$ cat config.mk
export PLATFORM = sky130hd
export DESIGN_NAME = exmem_skid_stage
export DESIGN_NICKNAME = d
export VERILOG_FILES = /design/src/rtl/exmem_skid_stage.sv
export SDC_FILE = /design/constraint.sdc
export NUM_CORES = 1
export LEC_CHECK = 0
export ABC_CLOCK_PERIOD_IN_PS = 2990
export BUFFER_PORTS_ARGS = -buffer_cell sky130_fd_sc_hd__buf_2
export CAP_MARGIN = 25
export CORE_MARGIN = 8
export CORE_UTILIZATION = 59
export CTS_CLUSTER_DIAMETER = 50
export DETAILED_ROUTE_END_ITERATION = 8
export GPL_TIMING_DRIVEN = 0
export HOLD_SLACK_MARGIN = 0.03
export MAX_ROUTING_LAYER = met4
export PLACE_DENSITY_LB_ADDON = 0.2
export SYNTH_ARGS = -nofsm -noshare
export SYNTH_HDL_FRONTEND = slang
export SYNTH_SLANG_ARGS = --single-unit
export TNS_END_PERCENT = 5
$ cat constraint.sdc
create_clock -name Clk -period 2.99 [get_ports Clk]
set_clock_uncertainty 0.1 [all_clocks]
set_input_delay 0.1495 -clock Clk [delete_from_list [all_inputs] [get_ports Clk]]
set_output_delay 0.1495 -clock Clk [all_outputs]
set_load 0.01 [all_outputs]
$ cat src/rtl/exmem_skid_stage.sv
// -----------------------------------------------------------------------------
// exmem_skid_stage
//   EX/MEM pipeline register with a valid/ready handshake and a 2-entry skid
//   buffer. It holds the control bundle, PC, ALU result, store data, zero flag
//   and destination register of each instruction as it passes from EX to MEM.
//   A MEM-side stall never drops or duplicates an instruction, and a flush
//   empties the stage. When out_valid is low, out_ctrl is forced to zero, so a
//   bubble can never write the register file or memory.
//
// Optional feature (macro EXMEM_PERF_EN):
//   Adds the stall_cnt output. It counts cycles with out_valid & ~out_ready,
//   saturates at all-ones and is cleared only by Rst.
//
// Ports:
//   Clk, Rst          rising-edge clock, synchronous active-high reset
//   flush             kills every held entry; a same-cycle accept is dropped
//   in_valid/in_ready EX-side handshake
//   in_*              EX-stage fields (ctrl, pc, alu, store, zero, dst)
//   out_valid/out_ready MEM-side handshake
//   out_*             registered fields; out_ctrl is gated by out_valid
//   stall_cnt         stall-cycle counter (EXMEM_PERF_EN only)
// -----------------------------------------------------------------------------
module exmem_skid_stage #(
   parameter int DATA_W = 32,
   parameter int CTRL_W = 5,
   parameter int REG_W  = 5
) (
   input  logic              Clk,
   input  logic              Rst,
   input  logic              flush,
   input  logic              in_valid,
   output logic              in_ready,
   input  logic [CTRL_W-1:0] in_ctrl,
   input  logic [DATA_W-1:0] in_pc,
   input  logic [DATA_W-1:0] in_alu,
   input  logic [DATA_W-1:0] in_store,
   input  logic              in_zero,
   input  logic [REG_W-1:0]  in_dst,
   output logic              out_valid,
   input  logic              out_ready,
   output logic [CTRL_W-1:0] out_ctrl,
   output logic [DATA_W-1:0] out_pc,
   output logic [DATA_W-1:0] out_alu,
   output logic [DATA_W-1:0] out_store,
   output logic              out_zero,
   output logic [REG_W-1:0]  out_dst
`ifdef EXMEM_PERF_EN
   ,
   output logic [31:0]       stall_cnt
`endif
);

   typedef enum logic [1:0] {EMPTY, ONE, FULL} state_t;

   typedef struct packed {
      logic [CTRL_W-1:0] ctrl;
      logic [DATA_W-1:0] pc;
      logic [DATA_W-1:0] alu;
      logic [DATA_W-1:0] store;
      logic              zero;
      logic [REG_W-1:0]  dst;
   } entry_t;

   state_t state;
   entry_t in_e;
   entry_t main_q;   // drives the outputs
   entry_t skid_q;   // second instruction, captured while MEM stalls
   logic   accept;
   logic   emit;

   assign in_e = '{ctrl: in_ctrl, pc: in_pc, alu: in_alu, store: in_store,
                   zero: in_zero, dst: in_dst};

   // in_ready also depends on Rst so that nothing is offered as accepted
   // during reset.
   assign in_ready  = (state != FULL) & ~Rst;
   assign out_valid = (state != EMPTY);
   assign accept    = in_valid & in_ready;
   assign emit      = out_valid & out_ready;

   // NOTE: sequential state uses non-blocking assignments only, so every
   // register samples the values from before the edge.
   always_ff @(posedge Clk) begin
      if (Rst) begin
         state  <= EMPTY;
         // NOTE: the data registers are reset because the reset values of
         // out_* are visible; this is not just a precaution.
         main_q <= '0;
         skid_q <= '0;
      end else if (flush) begin
         // Data fields keep their last values; only the state goes empty.
         state <= EMPTY;
      end else begin
         case (state)
            EMPTY: begin
               if (accept) begin
                  main_q <= in_e;
                  state  <= ONE;
               end
            end
            ONE: begin
               if (accept && emit) begin
                  main_q <= in_e;
               end else if (accept) begin
                  skid_q <= in_e;
                  state  <= FULL;
               end else if (emit) begin
                  state <= EMPTY;
               end
            end
            FULL: begin
               // The skid entry is older than anything upstream, so it moves
               // forward first. This keeps the order strictly FIFO.
               if (emit) begin
                  main_q <= skid_q;
                  state  <= ONE;
               end
            end
            default: state <= EMPTY;
         endcase
      end
   end

   assign out_ctrl  = out_valid ? main_q.ctrl : '0;
   assign out_pc    = main_q.pc;
   assign out_alu   = main_q.alu;
   assign out_store = main_q.store;
   assign out_zero  = main_q.zero;
   assign out_dst   = main_q.dst;

`ifdef EXMEM_PERF_EN
   always_ff @(posedge Clk) begin
      if (Rst) begin
         stall_cnt <= '0;
      end else if (out_valid && !out_ready && (stall_cnt != 32'hFFFF_FFFF)) begin
         stall_cnt <= stall_cnt + 32'd1;
      end
   end
`endif

endmodule

==> results of run 1 <==
-- cell usage in the layout, fill, tap and decap left out, drive strengths merged, types with 2 or more instances in the layout --
master       count
buf            383
dfxtp          216
clkbuf         115
dlygate4sd3    110
mux2i          108
a21oi          108
a211oi         108
a311oi         107
nand3          107
o21ai          107
nor2b            7
nor2             4
clkinv           4
clkinvlp         3
nand2b           2
nor4bb           2
-- logic make-up (layout without fill, tap and decap cells) --
logic type,Yosys count,count (layout),synth area share
buffers and inverters,245,617,0.135
DFF,216,216,0.413
and+or+nand+nor,127,127,0.0641
muxes,108,108,0.103
AOI/OAI and AO/OA,432,432,0.285
other,0,1,0
-- worst max-delay path: stages, from the launching register on --
cell	delay, ns
dfxtp_1	0.46
nand2b_1	0.14
buf_4	0.20
buf_6	0.19
buf_2	0.33
nor2b_1	0.19
buf_2	0.16
-- routing by layer --
metal  global-route usage  routed length [um]
met5                    -                   0
met4                0.138                1450
met3               0.0443                2520
met2                0.491               16400
met1                0.354               13600
-- timing repair --
item | CTS | global route
endpoints found under the hold margin | 214 | 0
hold buffers | 110 | 0
buffers inserted | 0 | 0
-- cell type report --
type / count / area, um^2
Timing Repair Buffer: 330 / 2200
Tap cell: 225 / 282
Clock buffer: 34 / 689
Inverter: 1 / 3.75
Buffer: 244 / 1410
Fill cell: 1163 / 3620
Clock inverter: 8 / 76.3
Sequential cell: 216 / 4320
Antenna cell: 1 / 2.50
Multi-Input combinational cell: 667 / 4740
-- flip-flops by register name, indices dropped and copies added, names as in the netlist --
signal	flops
main_q	5
out_alu	32
out_dst	5
out_pc	32
out_store	32
out_zero	1
skid_q	107
state	2
-- cells in the mapped netlist --
| cell | number |
|---|---|
| nor4bb_1 | 2 |
| buf_4 | 103 |
| buf_6 | 5 |
| clkbuf_1 | 81 |
| o21ai_0 | 96 |
| nand4bb_1 | 1 |
| nand3_1 | 107 |
| a31o_1 | 1 |
| nand3b_1 | 1 |
| nand2b_1 | 2 |
| a211oi_2 | 30 |
| or2_1 | 1 |
| inv_1 | 1 |
| nor2b_1 | 7 |
| a311oi_1 | 107 |
| a21oi_1 | 108 |
| nand2_1 | 1 |
| nor2_4 | 1 |
| nor2_1 | 3 |
| o21a_1 | 1 |
| dfxtp_1 | 216 |
| mux2i_1 | 108 |
| buf_2 | 55 |
| o21ai_1 | 11 |
| a211oi_1 | 78 |
| or3b_2 | 1 |
-- per-stage QoR --
step / utilization / instance area [um^2] / setup WS [ns]
floorplan: - / 10500 / 1.33
finish: 0.791 / 13700 / 0.543
detailed placement: 0.683 / 11900 / 0.752
global route: 0.791 / 13700 / 0.468
CTS: 0.791 / 13700 / 0.492
global placement: 0.683 / 11900 / 0.793
-- report_power, final --
part           internal, mW  switching [mW]
Clock                  1.69            1.18
Sequential             2.97          0.0519
Combinational         0.449           0.510
-- worst max-delay path by stage --
stage / from / endpoint / slack (ns) / cells past startpoint
after floorplan: state[1]$_SDFFE_PP0P_ / out_alu[10]$_SDFFE_PP0P_ / 1.33 / 8
after global placement: Rst / skid_q[105]$_SDFFE_PP0P_ / 0.79 / 7
after detailed placement: Rst / skid_q[94]$_SDFFE_PP0P_ / 0.75 / 7
after CTS: state[0]$_SDFFE_PP0P_ / in_ready / 0.49 / 6
after global routing: state[0]$_SDFFE_PP0P_ / in_ready / 0.47 / 6
final: state[0]$_SDFFE_PP0P_ / in_ready / 0.54 / 6
==> summary.md, run 1 <==
| Metric | Value |
|---|---|
| RR Startpoint | `state[0]$_SDFFE_PP0P_` |
| Seq/Total Area, Yosys | `0.413` |
| Syn_area_per_cell | `9.29 um^2` |
| Total chip power | `6.85 mW` |
| # IOs | `221` |
| Crit Path Class | `flop to primary output` |
| Area leader, netlist | `dfxtp_1` |
| Overflow after GRT | `0` |
| Total GRT Usage | `0.298` |
| Die footprint | `22300 um^2` |
| R2R depth | `6` |
| Initial antenna violation count | `1` |
| Slew Limit Headroom | `0.403` |
| Net Count, Synth | `about 1200` |
| Share of cells above drive strength 1 | `0.301` |
| Setup TNS | `0 ns` |
| CTS clk-pin slew, worst paths | `0.06 ns` |
| Post-layout min period | `2.45 ns` |
| Vias in the first global route | `10337` |
| Detailed placement HPWL | `21500 um` |
| TritonCTS clock tree | `done` |
| Crit-path max FO | `10` |
| Final Slew Violations | `0` |
| Leak | `just over 6 nW` |
| Post-Syn Area | `10500 um^2` |
| Yosys warnings | `0` |
| HP Class | `primary input to flop` |
| Final Hold Fails | `0` |
| Final hold slack | `0.351 ns` |
| Setup repair after global routing missed its margin | `no` |
| Final period util | `0.819` |
| Slew @ Worst Pin | `0.893 ns` |
| Routed Antenna Nets | `0` |
| Hold_sp | `in_alu[23]` |
| Routed vias | `10535` |
| DR iter-0 viols | `873` |
| Worst Hold Endpoint | `skid_q[61]$_SDFFE_PP0P_` |
| Yosys top cell area share | `0.413` |
| Hold Crit Depth | `4` |
| Die X-Extent | `149 um` |
| Fin cells | `1726` |
| Layout area overhead | `31.0%` |
| DR vias/cell | `6.10` |
| Post-CTS resize count | `0` |
| CP required | `2.74 ns` |
| Router iterations before antenna repair | `8` |
| Post-route DRC | `0` |
| Critical Path End Type | `primary output` |
| FP Rows | `48` |
| # clock sinks | `roughly 220` |
| DIE HEIGHT | `149 um` |
| Cell count after synthesis | `1128` |
| H-tree Lvls | `1` |
| Inst Count DP | `between 1500 and 2000` |
| WL final | `34000 um` |
| Starting Density | `0.604` |
| Synth cell types | `26` |
| Clock buffer count from CTS | `24` |
| Post-synthesis register bit count | `around 220` |
| R2R Path End | `state[1]$_SDFFE_PP0P_` |
| Status | `finished, final reports clean` |
| Fmax | `409 MHz` |
| Max clock buf depth | `3` |
| Max Cap Viol | `0` |
| Routed len/inst | `19.7 um` |
| Clk_lat worst skew | `0.51 ns` |
| Root buf cell | `clkbuf_16` |
| VDD IR-drop max | `0.437 mV` |
| Power per cell area | `499 nW/um^2` |
| Global-route wire length before repair | `53100 um` |
| Top post-synthesis cells by area | `dfxtp_1, mux2i_1, a311oi_1, buf_4, a211oi_1` |
| Total Nets Final | `approximately 1600` |
| Worst EP arrival | `roughly 2.2 ns` |
| Final setup fails | `0` |
| Crit start category | `flop` |
| Core Region | `17400 um^2` |
| R2R setup slack | `0.76 ns` |
| Largest net degree at the start of global routing | `14` |
| Input/output buffers | `220` |
| GPL Wtd Cong | `0.854` |
No activity file was read; power rests on OpenSTA's default activity.
==> run 2: changes to the inputs <==
--- a/config.mk
+++ b/config.mk
@@ -5,11 +5,11 @@
 export SDC_FILE = /design/constraint.sdc
 export NUM_CORES = 1
 export LEC_CHECK = 0
-export ABC_CLOCK_PERIOD_IN_PS = 2990
+export ABC_CLOCK_PERIOD_IN_PS = 2200
 export BUFFER_PORTS_ARGS = -buffer_cell sky130_fd_sc_hd__buf_2
 export CAP_MARGIN = 25
 export CORE_MARGIN = 8
-export CORE_UTILIZATION = 59
+export CORE_UTILIZATION = 50
 export CTS_CLUSTER_DIAMETER = 50
 export DETAILED_ROUTE_END_ITERATION = 8
 export GPL_TIMING_DRIVEN = 0
==> constraint.sdc (replaced) <==
create_clock -name Clk -period 2.2 [get_ports Clk]
set_clock_uncertainty 0.1 [all_clocks]
set_input_delay 0.11 -clock Clk [delete_from_list [all_inputs] [get_ports Clk]]
set_output_delay 0.11 -clock Clk [all_outputs]
set_load 0.01 [all_outputs]
==> run 2 against run 1 <==
Against the previous run:
- final cell count rose by 2.9%
- worst setup slack got worse by 0.44 ns
- design area increased by 0.67%
- routed wire length is 3.5% lower
- flip-flop and latch count stayed put
- critical path depth up 1
- global-route usage shrank 5.3 points
- sequential share of layout area shrank 0.20 points
- die area is 16% higher
- power rose by 37%
- via count decreased by 3.2%
- critical endpoint is now skid_q[78]$_SDFFE_PP0P_
==> summary.md, run 2 (synthesized netlist as in run 1, its figures left out) <==
| Metric | Value |
|---|---|
| R2R depth | `7 (+1)` |
| Setup TNS | `0 ns (unchanged)` |
| Detailed placement HPWL | `21800 um (+1.4%)` |
| Vias in the first global route | `10085 (-2.4%)` |
| DIE HEIGHT | `161 um (+7.7%)` |
| Starting Density | `0.503 (-0.101)` |
| Largest reg by FF count | `skid_q` |
| # clock sinks | `216 (unchanged)` |
| Largest net degree at the start of global routing | `20 (+6)` |
| Worst EP arrival | `2.43 ns (+0.23 ns)` |
| Crit-path max FO | `10 (unchanged)` |
| Hold_sp | `in_alu[8]` |
| Worst Hold Endpoint | `skid_q[46]$_SDFFE_PP0P_` |
| H-tree Lvls | `1 (unchanged)` |
| Final worst setup slack | `0.102 ns (-0.441 ns)` |
| Routed len/inst | `18.5 um (-6.2%)` |
| Largest register FFs | `107 (unchanged)` |
| WL final | `32800 um (-3.5%)` |
| # IOs | `221 (unchanged)` |
| Root buf cell | `clkbuf_16` |
| Crit start category | `flop` |
| GPL Wtd Cong | `0.808 (-5.3%)` |
| Max clock buf depth | `3 (unchanged)` |
| Leak | `6.13 nW (+0.41%)` |
| Overflow after GRT | `0 (unchanged)` |
| RR Startpoint | `state[1]$_SDFFE_PP0P_` |
| Hold Crit Depth | `4 (unchanged)` |
| VDD IR-drop max | `0.454 mV (+3.9%)` |
| TritonCTS clock tree | `done` |
| Fin cells | `1776 (+2.9%)` |
| R2R setup slack | `0.10 ns (-0.66 ns)` |
| Routed vias | `10201 (-3.2%)` |
| Power per cell area | `679 nW/um^2 (+36%)` |
| Router iterations before antenna repair | `7 (-1)` |
| Setup WS pre-CTS | `-0.0983 ns (-0.850 ns)` |
| FP Rows | `53 (+10%)` |
| Die footprint | `25800 um^2 (+16%)` |
| Max Cap Viol | `0 (unchanged)` |
| Core Region | `20800 um^2 (+20%)` |
| Share of cells above drive strength 1 | `0.303 (+0.00220)` |
| CTS clk-pin slew, worst paths | `0.06 ns (about the same)` |
| DR iter-0 viols | `651 (-25%)` |
| Most frequent cells in the layout | `buf_2, dfxtp_1, dlygate4sd3_1` |
| Post-layout min period | `about 2.1 ns` |
| Crit Path Class | `flop to flop` |
| Slew Limit Headroom | `0.348 (-0.0544)` |
| Status | `finished, final reports clean` |
| DR vias/cell | `5.74 (-5.9%)` |
| Setup repair after global routing missed its margin | `yes` |
| Layout area overhead | `31.9%` |
| Final setup fails | `0 (unchanged)` |
| Setup repair bufs after CTS | `0 (unchanged)` |
| # fillers | `1729 (+49%)` |
| Most common cell after layout, fill and taps aside | `buf_2` |
| Critical Path End Type | `flop` |
| Fin area | `13800 um^2 (+0.67%)` |
| Input/output buffers | `220 (unchanged)` |
| Final Slew Violations | `0 (unchanged)` |
| Global-route wire length before repair | `52200 um (-1.8%)` |
| Post-route DRC | `0 (unchanged)` |
| Total Nets Final | `1595 (-0.063%)` |
| Total chip power | `9.39 mW (+37%)` |
| Clk_lat worst skew | `0.51 ns (about the same)` |
| Routed Antenna Nets | `0 (unchanged)` |
| Die X-Extent | `161 um (+7.7%)` |
| Inst Count DP | `1623 (+3.2%)` |
| Final Util | `0.664 (-0.127)` |
| Slew @ Worst Pin | `0.974 ns (+0.0813 ns)` |
| Clock buffer count from CTS | `24 (unchanged)` |
| HP Class | `primary input to flop` |
| Final period util | `0.954` |
| Final hold slack | `0.309 ns (-0.0420 ns)` |
| Initial antenna violation count | `2 (+1)` |
| Total GRT Usage | `0.245 (-0.0532)` |
| Placed Instance Area | `11900 um^2 (+0.53%)` |
| Final Hold Fails | `0 (unchanged)` |
| Fmax | `~480 MHz` |
| CP required | `2.53 ns (-0.21 ns)` |
| R2R Path End | `skid_q[78]$_SDFFE_PP0P_` |
[run 2: cell types whose count changed in the layout (fill, tap and decap cells not counted), sizes merged]
| cell | change |
|---|---|
| buf | -2 |
| inv | +1 |
| clkbuf | +2 |
| diode | +1 |
| clkinvlp | -2 |
[run 2: timing repair]
item                                    4_1_cts  5_1_grt
gates resized for setup                       0        4
endpoints found under the hold margin       216        0
hold buffers                                110        0
pin swaps                                     0        0
endpoints found under the setup margin        1       32
[run 2: critical path, stage by stage (launching register included)]
cell and delay [ns]:
dfxtp_1 0.30, buf_2 0.20, nand4bb_1 0.14, buf_2 0.28
buf_2 0.26, clkbuf_1 0.40, o21ai_0 0.16, a21oi_1 0.17
[run 2: cell type report]
class	count	area (um^2)	share of cell area
Clock inverter	7	68.8	0.00498
Tap cell	275	344	0.0249
Inverter	1	3.75	0.000272
Clock buffer	35	723	0.0523
Buffer	243	1410	0.102
Multi-Input combinational cell	667	4740	0.343
Sequential cell	216	4330	0.313
Timing Repair Buffer	330	2200	0.159
Antenna cell	2	5.00	0.000362
[run 2: worst max path at each step]
stage,start,to,depth (start not counted)
after floorplan,state[1]$_SDFFE_PP0P_,out_alu[10]$_SDFFE_PP0P_,8
after global placement,Rst,skid_q[105]$_SDFFE_PP0P_,7
after detailed placement,Rst,skid_q[102]$_SDFFE_PP0P_,7
after CTS,state[0]$_SDFFE_PP0P_,in_ready,5
after global routing,state[1]$_SDFFE_PP0P_,out_alu[28]$_SDFFE_PP0P_,6
final,state[1]$_SDFFE_PP0P_,skid_q[78]$_SDFFE_PP0P_,7
[run 2: report_power, final]
part,switching [mW],total (mW),internal [mW]
clock,1.61,4.01,2.39
combinational,0.680,1.29,0.611
sequential,0.0657,4.10,4.03
total,2.36,9.39,7.03
[run 2: routing by layer]
metal | global-route usage | routed length (um) | vias up
met1 | 0.309 | 14200 | 4877
met4 | 0.0884 | 949 | 0
met2 | 0.392 | 15600 | 374
li1 | - | - | 4878
met5 | - | 0 | -
met3 | 0.0392 | 2110 | 72
